$ cat src/rtl/apb_pkg.sv
// Shared APB master definitions: FSM state encoding, default bus widths and
// command/response payloads used by the master and by apb_slave benches.
package apb_pkg;

  localparam int unsigned APB_ADDR_W = 32;
  localparam int unsigned APB_DATA_W = 32;

  typedef enum logic [1:0] {
    IDLE   = 2'd0,
    SETUP  = 2'd1,
    ACCESS = 2'd2,
    RESP   = 2'd3
  } apb_mst_state_t;

  typedef struct packed {
    logic                  write;
    logic [APB_ADDR_W-1:0] addr;
    logic [APB_DATA_W-1:0] wdata;
  } apb_cmd_t;

  typedef struct packed {
    logic [APB_DATA_W-1:0] rdata;
    logic                  err;
    logic                  timeout;
  } apb_rsp_t;

endpackage

$ cat src/rtl/apb_wait_timer.sv
// ACCESS wait-state counter. expired_o is registered and is high exactly when
// the next increment would land on TIMEOUT-1, i.e. this is the last cycle to wait.
module apb_wait_timer #(
  parameter int unsigned TIMEOUT = 16
) (
  input  logic clk_i,
  input  logic rst_ni,
  input  logic clr_i,
  input  logic en_i,
  output logic expired_o
);

  localparam int unsigned CNT_W = (TIMEOUT > 2) ? $clog2(TIMEOUT) : 1;
  localparam logic [CNT_W-1:0] LIMIT = CNT_W'(TIMEOUT - 2);

  logic [CNT_W-1:0] cnt_q, cnt_d;
  logic             expired_q;

  // Counter saturates once the limit is reached.
  always_comb begin
    cnt_d = cnt_q;
    if (clr_i) begin
      cnt_d = '0;
    end else if (en_i && !expired_q) begin
      cnt_d = cnt_q + CNT_W'(1);
    end
  end

  always_ff @(posedge clk_i or negedge rst_ni) begin
    if (!rst_ni) begin
      cnt_q     <= '0;
      expired_q <= (LIMIT == '0);
    end else begin
      cnt_q     <= cnt_d;
      expired_q <= (cnt_d == LIMIT);
    end
  end

  assign expired_o = expired_q;

endmodule

$ cat src/rtl/apb_master.sv
// APB3 master: turns single-beat valid/ready commands into SETUP/ACCESS
// transfers and returns PRDATA/PSLVERR (or a timeout) on a response channel.
module apb_master
  import apb_pkg::*;
#(
  parameter int unsigned ADDR_W  = APB_ADDR_W,
  parameter int unsigned DATA_W  = APB_DATA_W,
  parameter int unsigned TIMEOUT = 16
) (
  input  logic              i_clk,
  input  logic              i_reset_n,
  input  logic              i_cmd_valid,
  output logic              o_cmd_ready,
  input  logic              i_cmd_write,
  input  logic [ADDR_W-1:0] i_cmd_addr,
  input  logic [DATA_W-1:0] i_cmd_wdata,
  output logic              o_rsp_valid,
  input  logic              i_rsp_ready,
  output logic [DATA_W-1:0] o_rsp_rdata,
  output logic              o_rsp_err,
  output logic              o_rsp_timeout,
  output logic [ADDR_W-1:0] PADDR,
  output logic              PWRITE,
  output logic [DATA_W-1:0] PWDATA,
  output logic              PSELx,
  output logic              PENABLE,
  input  logic [DATA_W-1:0] PRDATA,
  input  logic              PREADY,
  input  logic              PSLVERR
);

  apb_mst_state_t    state_q, state_d;
  logic              cmd_ready_q, cmd_ready_d;
  logic [ADDR_W-1:0] paddr_q, paddr_d;
  logic              pwrite_q, pwrite_d;
  logic [DATA_W-1:0] pwdata_q, pwdata_d;
  logic              psel_q, psel_d;
  logic              penable_q, penable_d;
  logic              rsp_valid_q, rsp_valid_d;
  logic [DATA_W-1:0] rsp_rdata_q, rsp_rdata_d;
  logic              rsp_err_q, rsp_err_d;
  logic              rsp_timeout_q, rsp_timeout_d;

  logic timer_clr;
  logic timer_en;
  logic timer_expired;

  apb_wait_timer #(
    .TIMEOUT (TIMEOUT)
  ) u_wait_timer (
    .clk_i     (i_clk),
    .rst_ni    (i_reset_n),
    .clr_i     (timer_clr),
    .en_i      (timer_en),
    .expired_o (timer_expired)
  );

  always_ff @(posedge i_clk or negedge i_reset_n) begin
    if (!i_reset_n) begin
      state_q       <= IDLE;
      cmd_ready_q   <= 1'b0;
      paddr_q       <= '0;
      pwrite_q      <= 1'b0;
      pwdata_q      <= '0;
      psel_q        <= 1'b0;
      penable_q     <= 1'b0;
      rsp_valid_q   <= 1'b0;
      rsp_rdata_q   <= '0;
      rsp_err_q     <= 1'b0;
      rsp_timeout_q <= 1'b0;
    end else begin
      state_q       <= state_d;
      cmd_ready_q   <= cmd_ready_d;
      paddr_q       <= paddr_d;
      pwrite_q      <= pwrite_d;
      pwdata_q      <= pwdata_d;
      psel_q        <= psel_d;
      penable_q     <= penable_d;
      rsp_valid_q   <= rsp_valid_d;
      rsp_rdata_q   <= rsp_rdata_d;
      rsp_err_q     <= rsp_err_d;
      rsp_timeout_q <= rsp_timeout_d;
    end
  end

  // Next-state and next-output logic; address/data hold their last values.
  always_comb begin
    state_d       = state_q;
    cmd_ready_d   = cmd_ready_q;
    paddr_d       = paddr_q;
    pwrite_d      = pwrite_q;
    pwdata_d      = pwdata_q;
    psel_d        = psel_q;
    penable_d     = penable_q;
    rsp_valid_d   = rsp_valid_q;
    rsp_rdata_d   = rsp_rdata_q;
    rsp_err_d     = rsp_err_q;
    rsp_timeout_d = rsp_timeout_q;
    timer_clr     = 1'b0;
    timer_en      = 1'b0;

    case (state_q)
      IDLE: begin
        cmd_ready_d = 1'b1;
        if (i_cmd_valid && cmd_ready_q) begin
          cmd_ready_d = 1'b0;
          paddr_d     = i_cmd_addr;
          pwrite_d    = i_cmd_write;
          pwdata_d    = i_cmd_wdata;
          psel_d      = 1'b1;
          timer_clr   = 1'b1;
          state_d     = SETUP;
        end
      end

      SETUP: begin
        penable_d = 1'b1;
        state_d   = ACCESS;
      end

      // PREADY takes priority over the timer on the final allowed cycle.
      ACCESS: begin
        if (PREADY) begin
          rsp_rdata_d   = pwrite_q ? '0 : PRDATA;
          rsp_err_d     = PSLVERR;
          rsp_timeout_d = 1'b0;
          rsp_valid_d   = 1'b1;
          psel_d        = 1'b0;
          penable_d     = 1'b0;
          state_d       = RESP;
        end else if (timer_expired) begin
          rsp_rdata_d   = '0;
          rsp_err_d     = 1'b1;
          rsp_timeout_d = 1'b1;
          rsp_valid_d   = 1'b1;
          psel_d        = 1'b0;
          penable_d     = 1'b0;
          state_d       = RESP;
        end else begin
          timer_en = 1'b1;
        end
      end

      RESP: begin
        if (i_rsp_ready) begin
          rsp_valid_d = 1'b0;
          cmd_ready_d = 1'b1;
          timer_clr   = 1'b1;
          state_d     = IDLE;
        end
      end

      default: begin
        state_d = IDLE;
      end
    endcase
  end

  assign o_cmd_ready   = cmd_ready_q;
  assign o_rsp_valid   = rsp_valid_q;
  assign o_rsp_rdata   = rsp_rdata_q;
  assign o_rsp_err     = rsp_err_q;
  assign o_rsp_timeout = rsp_timeout_q;
  assign PADDR         = paddr_q;
  assign PWRITE        = pwrite_q;
  assign PWDATA        = pwdata_q;
  assign PSELx         = psel_q;
  assign PENABLE       = penable_q;

endmodule
$ cat config.mk
export PLATFORM = sky130hd
export DESIGN_NAME = apb_master
export DESIGN_NICKNAME = d
export VERILOG_FILES = /design/src/rtl/apb_pkg.sv /design/src/rtl/apb_wait_timer.sv /design/src/rtl/apb_master.sv
export SDC_FILE = /design/constraint.sdc
export NUM_CORES = 1
export LEC_CHECK = 0
export CAP_MARGIN = 20
export CORE_MARGIN = 2
export CORE_UTILIZATION = 28
export DETAILED_ROUTE_END_ITERATION = 8
export HOLD_SLACK_MARGIN = 0.03
export SLEW_MARGIN = 20
export SYNTH_ARGS = -nofsm -noshare
export SYNTH_HDL_FRONTEND = slang
export SYNTH_SLANG_ARGS = --single-unit
$ cat constraint.sdc
create_clock -name i_clk -period 1.9 [get_ports i_clk]
set_input_delay 0.19 -clock i_clk [delete_from_list [all_inputs] [get_ports i_clk]]
set_output_delay 0.19 -clock i_clk [all_outputs]
set_load 0.05 [all_outputs]
==> impl_results.html <==
<table>
<tr><th>Metric</th><th>Value</th></tr>
<tr><th colspan="2">Placed design</th></tr>
<tr><td>Detailed placement HPWL</td><td>8.208 mm</td></tr>
<tr><td>Routability congestion estimate</td><td>approximately 0.8</td></tr>
<tr><td># port buffers</td><td>205</td></tr>
<tr><th colspan="2">Floorplan</th></tr>
<tr><td>Die Span X</td><td>128.2 um</td></tr>
<tr><td>Initial cell density of the core</td><td>28.51%</td></tr>
<tr><td>IO Count</td><td>206</td></tr>
<tr><td>Full die area</td><td>16,430 um2</td></tr>
<tr><td>Core region area</td><td>around 15,000 um2</td></tr>
<tr><td>Die height</td><td>128.2 um</td></tr>
<tr><td>Total number of placement rows</td><td>45</td></tr>
<tr><th colspan="2">Timing</th></tr>
<tr><td>RSZ-0062 raised after global routing</td><td>false</td></tr>
<tr><td>Final worst path period share</td><td>95.00%</td></tr>
<tr><td>Worst hold slack across all endpoints</td><td>0.2397 ns</td></tr>
<tr><td>Highest clock frequency the design can meet</td><td>between 500 and 600 MHz</td></tr>
<tr><td>Slew Limit Fails</td><td>0</td></tr>
<tr><td>Hold Vio Cnt, Final</td><td>0</td></tr>
<tr><td>Largest clock skew in the final design</td><td>approximately 0.0066 ns</td></tr>
<tr><td>Final setup violating endpoints</td><td>0</td></tr>
<tr><td>Worst-margin pin slew</td><td>0.5367 ns</td></tr>
<tr><td>Final sum of negative setup slack</td><td>0 ns</td></tr>
<tr><td>Min cycle time layout</td><td>1.805 ns</td></tr>
<tr><td>Worst slew margin relative to its limit</td><td>between 60% and 70%</td></tr>
<tr><th colspan="2">Critical path</th></tr>
<tr><td>Data required time at the worst endpoint</td><td>1.71 ns</td></tr>
<tr><td>Worst reg2reg path depth</td><td>5</td></tr>
<tr><td>Master of the slowest instance on the critical path</td><td>sky130_fd_sc_hd__clkdlybuf4s50_1</td></tr>
<tr><td>Buffers &amp; Inverters on Critical Path</td><td>1</td></tr>
<tr><td>Cell-by-cell trace of the critical path</td><td>clkdlybuf4s50_1</td></tr>
<tr><td>Slowest stage delay, CP</td><td>0.85 ns</td></tr>
<tr><td>Worst-case register-to-register setup slack</td><td>0.19 ns</td></tr>
<tr><td>Kind of start point of the critical path</td><td>flop</td></tr>
<tr><td>Number of logic stages on the critical path including buffering</td><td>1</td></tr>
<tr><td>Highest fanout seen on the critical path</td><td>4</td></tr>
<tr><td>Arrival time of data at the critical path endpoint</td><td>~1.6 ns</td></tr>
<tr><td>Cell family contributing the most delay on the critical path</td><td>buffers and inverters</td></tr>
<tr><td>Worst Setup End Kind</td><td>output port</td></tr>
<tr><td>Worst setup path category</td><td>reg -&gt; out</td></tr>
<tr><th colspan="2">Clock tree</th></tr>
<tr><td>Post-CTS Setup Bufs</td><td>0</td></tr>
<tr><td>Clock slew seen by the registers of the worst setup and hold paths</td><td>roughly 0.07 ns</td></tr>
<tr><td>Master cell of the clock root buffer</td><td>sky130_fd_sc_hd__clkbuf_16</td></tr>
<tr><td>Clock tree from TritonCTS</td><td>done</td></tr>
<tr><td>Later-pin clock latency in the skew report</td><td>0.34 ns</td></tr>
<tr><td>Clock H-tree levels</td><td>3</td></tr>
<tr><td>Buffer levels on the longest clock path</td><td>2</td></tr>
<tr><td>Clock sink count</td><td>110</td></tr>
<tr><td>Total CTS buffers</td><td>9</td></tr>
<tr><th colspan="2">Worst hold path</th></tr>
<tr><td>Hold crit path type</td><td>in -&gt; async</td></tr>
<tr><th colspan="2">GRT</th></tr>
<tr><td>Via count of the first global-routing pass</td><td>3,413</td></tr>
<tr><td>Pin count of the biggest net entering global routing</td><td>63</td></tr>
<tr><td>Wire length of the first global-routing pass</td><td>17.17 mm</td></tr>
<tr><td>Total routing resource utilization after global routing</td><td>13.40%</td></tr>
<tr><td>Antenna violations before repair</td><td>0</td></tr>
<tr><td>Final global-route overflow total</td><td>0</td></tr>
<tr><th colspan="2">Route</th></tr>
<tr><td>Final wirelength</td><td>10.91 mm</td></tr>
<tr><td>Number of design rule violations left after detail routing</td><td>0</td></tr>
<tr><td>Detailed-router iteration count before antenna repair</td><td>4</td></tr>
<tr><td>Post-route ant nets</td><td>0</td></tr>
<tr><td>Ratio of routed vias to standard cells</td><td>4.397</td></tr>
<tr><td>Detailed router's first-iteration violation count</td><td>123</td></tr>
<tr><td>Number of vias after detailed routing</td><td>3,280</td></tr>
<tr><td>Average wire length per cell after detail routing</td><td>14.62 um</td></tr>
<tr><th colspan="2">Synthesis</th></tr>
<tr><td>Number of register bits inferred by synthesis</td><td>110</td></tr>
<tr><td>Post-synth net total</td><td>451</td></tr>
<tr><td>Syn avg cell area</td><td>between 10 and 15 um2</td></tr>
<tr><td>Number of synthesis warnings</td><td>0</td></tr>
<tr><td>Instance count of the mapped netlist</td><td>342</td></tr>
<tr><td>Sequential fraction of the synthesis area</td><td>a little under two thirds</td></tr>
<tr><td>Post-synthesis cell type count</td><td>25</td></tr>
<tr><td>Post-synthesis instance area</td><td>4318 um2</td></tr>
<tr><th colspan="2">Pwr</th></tr>
<tr><td>Part of the total power dissipated in the clock network</td><td>14.3%</td></tr>
<tr><td>Internal power</td><td>0.007564 W</td></tr>
<tr><td>Net switching share of the total power</td><td>between 40% and 50%</td></tr>
<tr><td>Part of the total power dissipated in combinational logic</td><td>between 50 and 60%</td></tr>
<tr><td>Total net switching power</td><td>0.006424 W</td></tr>
<tr><td>Register share of total power</td><td>approximately 28%</td></tr>
<tr><td>Largest vdd supply drop</td><td>a little over 1 mV</td></tr>
<tr><td>Static Leak</td><td>a little under 3 nW</td></tr>
<tr><td>Power per cell area</td><td>1989 nW/um2</td></tr>
<tr><th colspan="2">Finish</th></tr>
<tr><td>Area added between synthesis and finish</td><td>62.88%</td></tr>
<tr><td>Final-stage net count</td><td>about 660</td></tr>
<tr><td>Sequential cell area in the final layout</td><td>2753 um2</td></tr>
<tr><td>Multi-input logic area</td><td>1501 um2</td></tr>
<tr><td>Fraction of final layout cells sized beyond drive strength 1</td><td>17.56%</td></tr>
<tr><td>Filler Cell Count</td><td>1,359</td></tr>
<tr><td>Antenna diode count</td><td>0</td></tr>
<tr><th colspan="2">Run</th></tr>
<tr><td>Max Cap Viol</td><td>0</td></tr>
<tr><th colspan="2">Run status</th></tr>
<tr><td>Status</td><td>finished clean</td></tr>
</table>
==> flip-flops by register name (all words and copies together) (netlist names), 2 cells and up <==
name                count
state_q                 2
PWDATA                 32
PADDR                  32
u_wait_timer.cnt_q      4
o_rsp_rdata            32
==> final cells by class <==
class                           count  share of cell area (%)
Inverter                            4                  0.2135
Clock inverter                      4                  0.9963
Timing Repair Buffer              218                   31.45
Multi-Input combinational cell    210                   21.35
Sequential cell                   110                   39.14
Clock buffer                       12                   3.505
Tap cell                          188                   3.345
==> synth_stat cells <==
cell type	n	area (um2)
sky130_fd_sc_hd__a211oi_1	1	7.510
sky130_fd_sc_hd__nand2_1	72	270.3
sky130_fd_sc_hd__nand3_1	1	5.000
sky130_fd_sc_hd__o21ai_0	40	200.2
sky130_fd_sc_hd__a31oi_1	1	6.260
sky130_fd_sc_hd__nor2b_1	3	18.77
sky130_fd_sc_hd__ha_1	6	75.07
sky130_fd_sc_hd__mux2_2	65	732.0
sky130_fd_sc_hd__mux2i_1	1	10.01
sky130_fd_sc_hd__o32a_1	1	10.01
sky130_fd_sc_hd__a21oi_1	1	5.000
sky130_fd_sc_hd__nor4_2	1	12.51
sky130_fd_sc_hd__nor2_1	6	22.52
sky130_fd_sc_hd__o21ai_1	1	5.000
sky130_fd_sc_hd__a22o_1	1	8.760
sky130_fd_sc_hd__buf_2	9	45.04
sky130_fd_sc_hd__nand4_1	1	6.260
sky130_fd_sc_hd__nor3b_1	1	7.510
sky130_fd_sc_hd__xnor2_1	1	8.760
sky130_fd_sc_hd__dfrtp_1	110	2753
sky130_fd_sc_hd__clkbuf_1	9	33.78
sky130_fd_sc_hd__inv_1	4	15.01
sky130_fd_sc_hd__xor2_1	3	26.28
sky130_fd_sc_hd__nor3b_4	1	18.77
sky130_fd_sc_hd__o31ai_1	2	15.01
==> layout by cell type (no fill, tap or decap), types with 2 or more instances in the layout <==
master / instances
sky130_fd_sc_hd__clkdlybuf4s50_1: 204
sky130_fd_sc_hd__dfrtp_1: 110
sky130_fd_sc_hd__nand2_1: 72
sky130_fd_sc_hd__mux2_2: 65
sky130_fd_sc_hd__o21ai_0: 40
sky130_fd_sc_hd__clkbuf_16: 9
sky130_fd_sc_hd__buf_4: 8
sky130_fd_sc_hd__nor2_1: 6
sky130_fd_sc_hd__ha_1: 6
sky130_fd_sc_hd__buf_12: 5
sky130_fd_sc_hd__inv_1: 4
sky130_fd_sc_hd__xor2_1: 3
sky130_fd_sc_hd__nor2b_1: 2
sky130_fd_sc_hd__o31ai_1: 2
sky130_fd_sc_hd__bufinv_16: 2
sky130_fd_sc_hd__clkinv_2: 2
sky130_fd_sc_hd__clkbuf_1: 2
==> repair_timing <==
action / 4_1_cts / 5_1_grt
gates resized for setup: 0 / 1
setup endpoints to repair: 0 / 1
hold buffers: 1 / 0
endpoints found under the hold margin: 43 / 0
==> worst paths after layout <==
check	endpoint	startpoint
setup / recovery	o_cmd_ready	o_cmd_ready
hold / removal	o_rsp_rdata[5]	i_reset_n
setup reg to reg	PADDR[26]	state_q[0]
hold reg to reg	o_rsp_rdata[10]	o_rsp_rdata[10]
max in group asynchronous	PADDR[19]	i_reset_n
min in group i_clk	o_rsp_rdata[10]	PRDATA[10]
==> through the flow <==
step	cells	setup WS, ns	utilization [%]	instance area, um2	power [W]
2_1_floorplan	342	0.2023	-	4318	0.009140
3_3_place_gp	729	0.1455	44.25	6703	0.01197
3_5_place_dp	729	0.1105	44.25	6703	0.01210
4_1_cts	746	0.06156	46.41	7029	0.01418
5_1_grt	746	0.02642	46.44	7033	0.01474
6_report	746	0.09492	46.44	7033	0.01399
==> cell families (layout without fill, tap and decap cells) <==
kind of cell | Yosys count | in the layout | synth area share, %
fa+ha+maj | 6 | 6 | 1.739
mux | 66 | 66 | 17.18
compound gates | 48 | 48 | 5.969
buf+inv | 22 | 238 | 2.173
xor+xnor | 4 | 4 | 0.8115
simple gates | 86 | 86 | 8.374
flops | 110 | 110 | 63.75
==> power groups by stage <==
| stage | clock network [W] | logic (W) | registers, W |
|---|---|---|---|
| finish | 0.00200 | 0.00803 | 0.00396 |
| floorplan | 0 | 0.00167 | 0.00747 |
| global placement | 0 | 0.00802 | 0.00396 |
| CTS | 0.00210 | 0.00811 | 0.00397 |
| detailed placement | 0 | 0.00810 | 0.00401 |
| global route | 0.00218 | 0.00845 | 0.00410 |
==> per-layer routing <==
metal | part of all wire (%) | vias up | global-route usage (%)
met5 | 0 | - | 0
met4 | 1.9 | 0 | 5.495
met3 | 7.6 | 17 | 4.299
met2 | 49 | 121 | 22.43
met1 | 41 | 1571 | 15.91
li1 | - | 1571 | -
No activity file was read; power rests on OpenSTA's default activity.
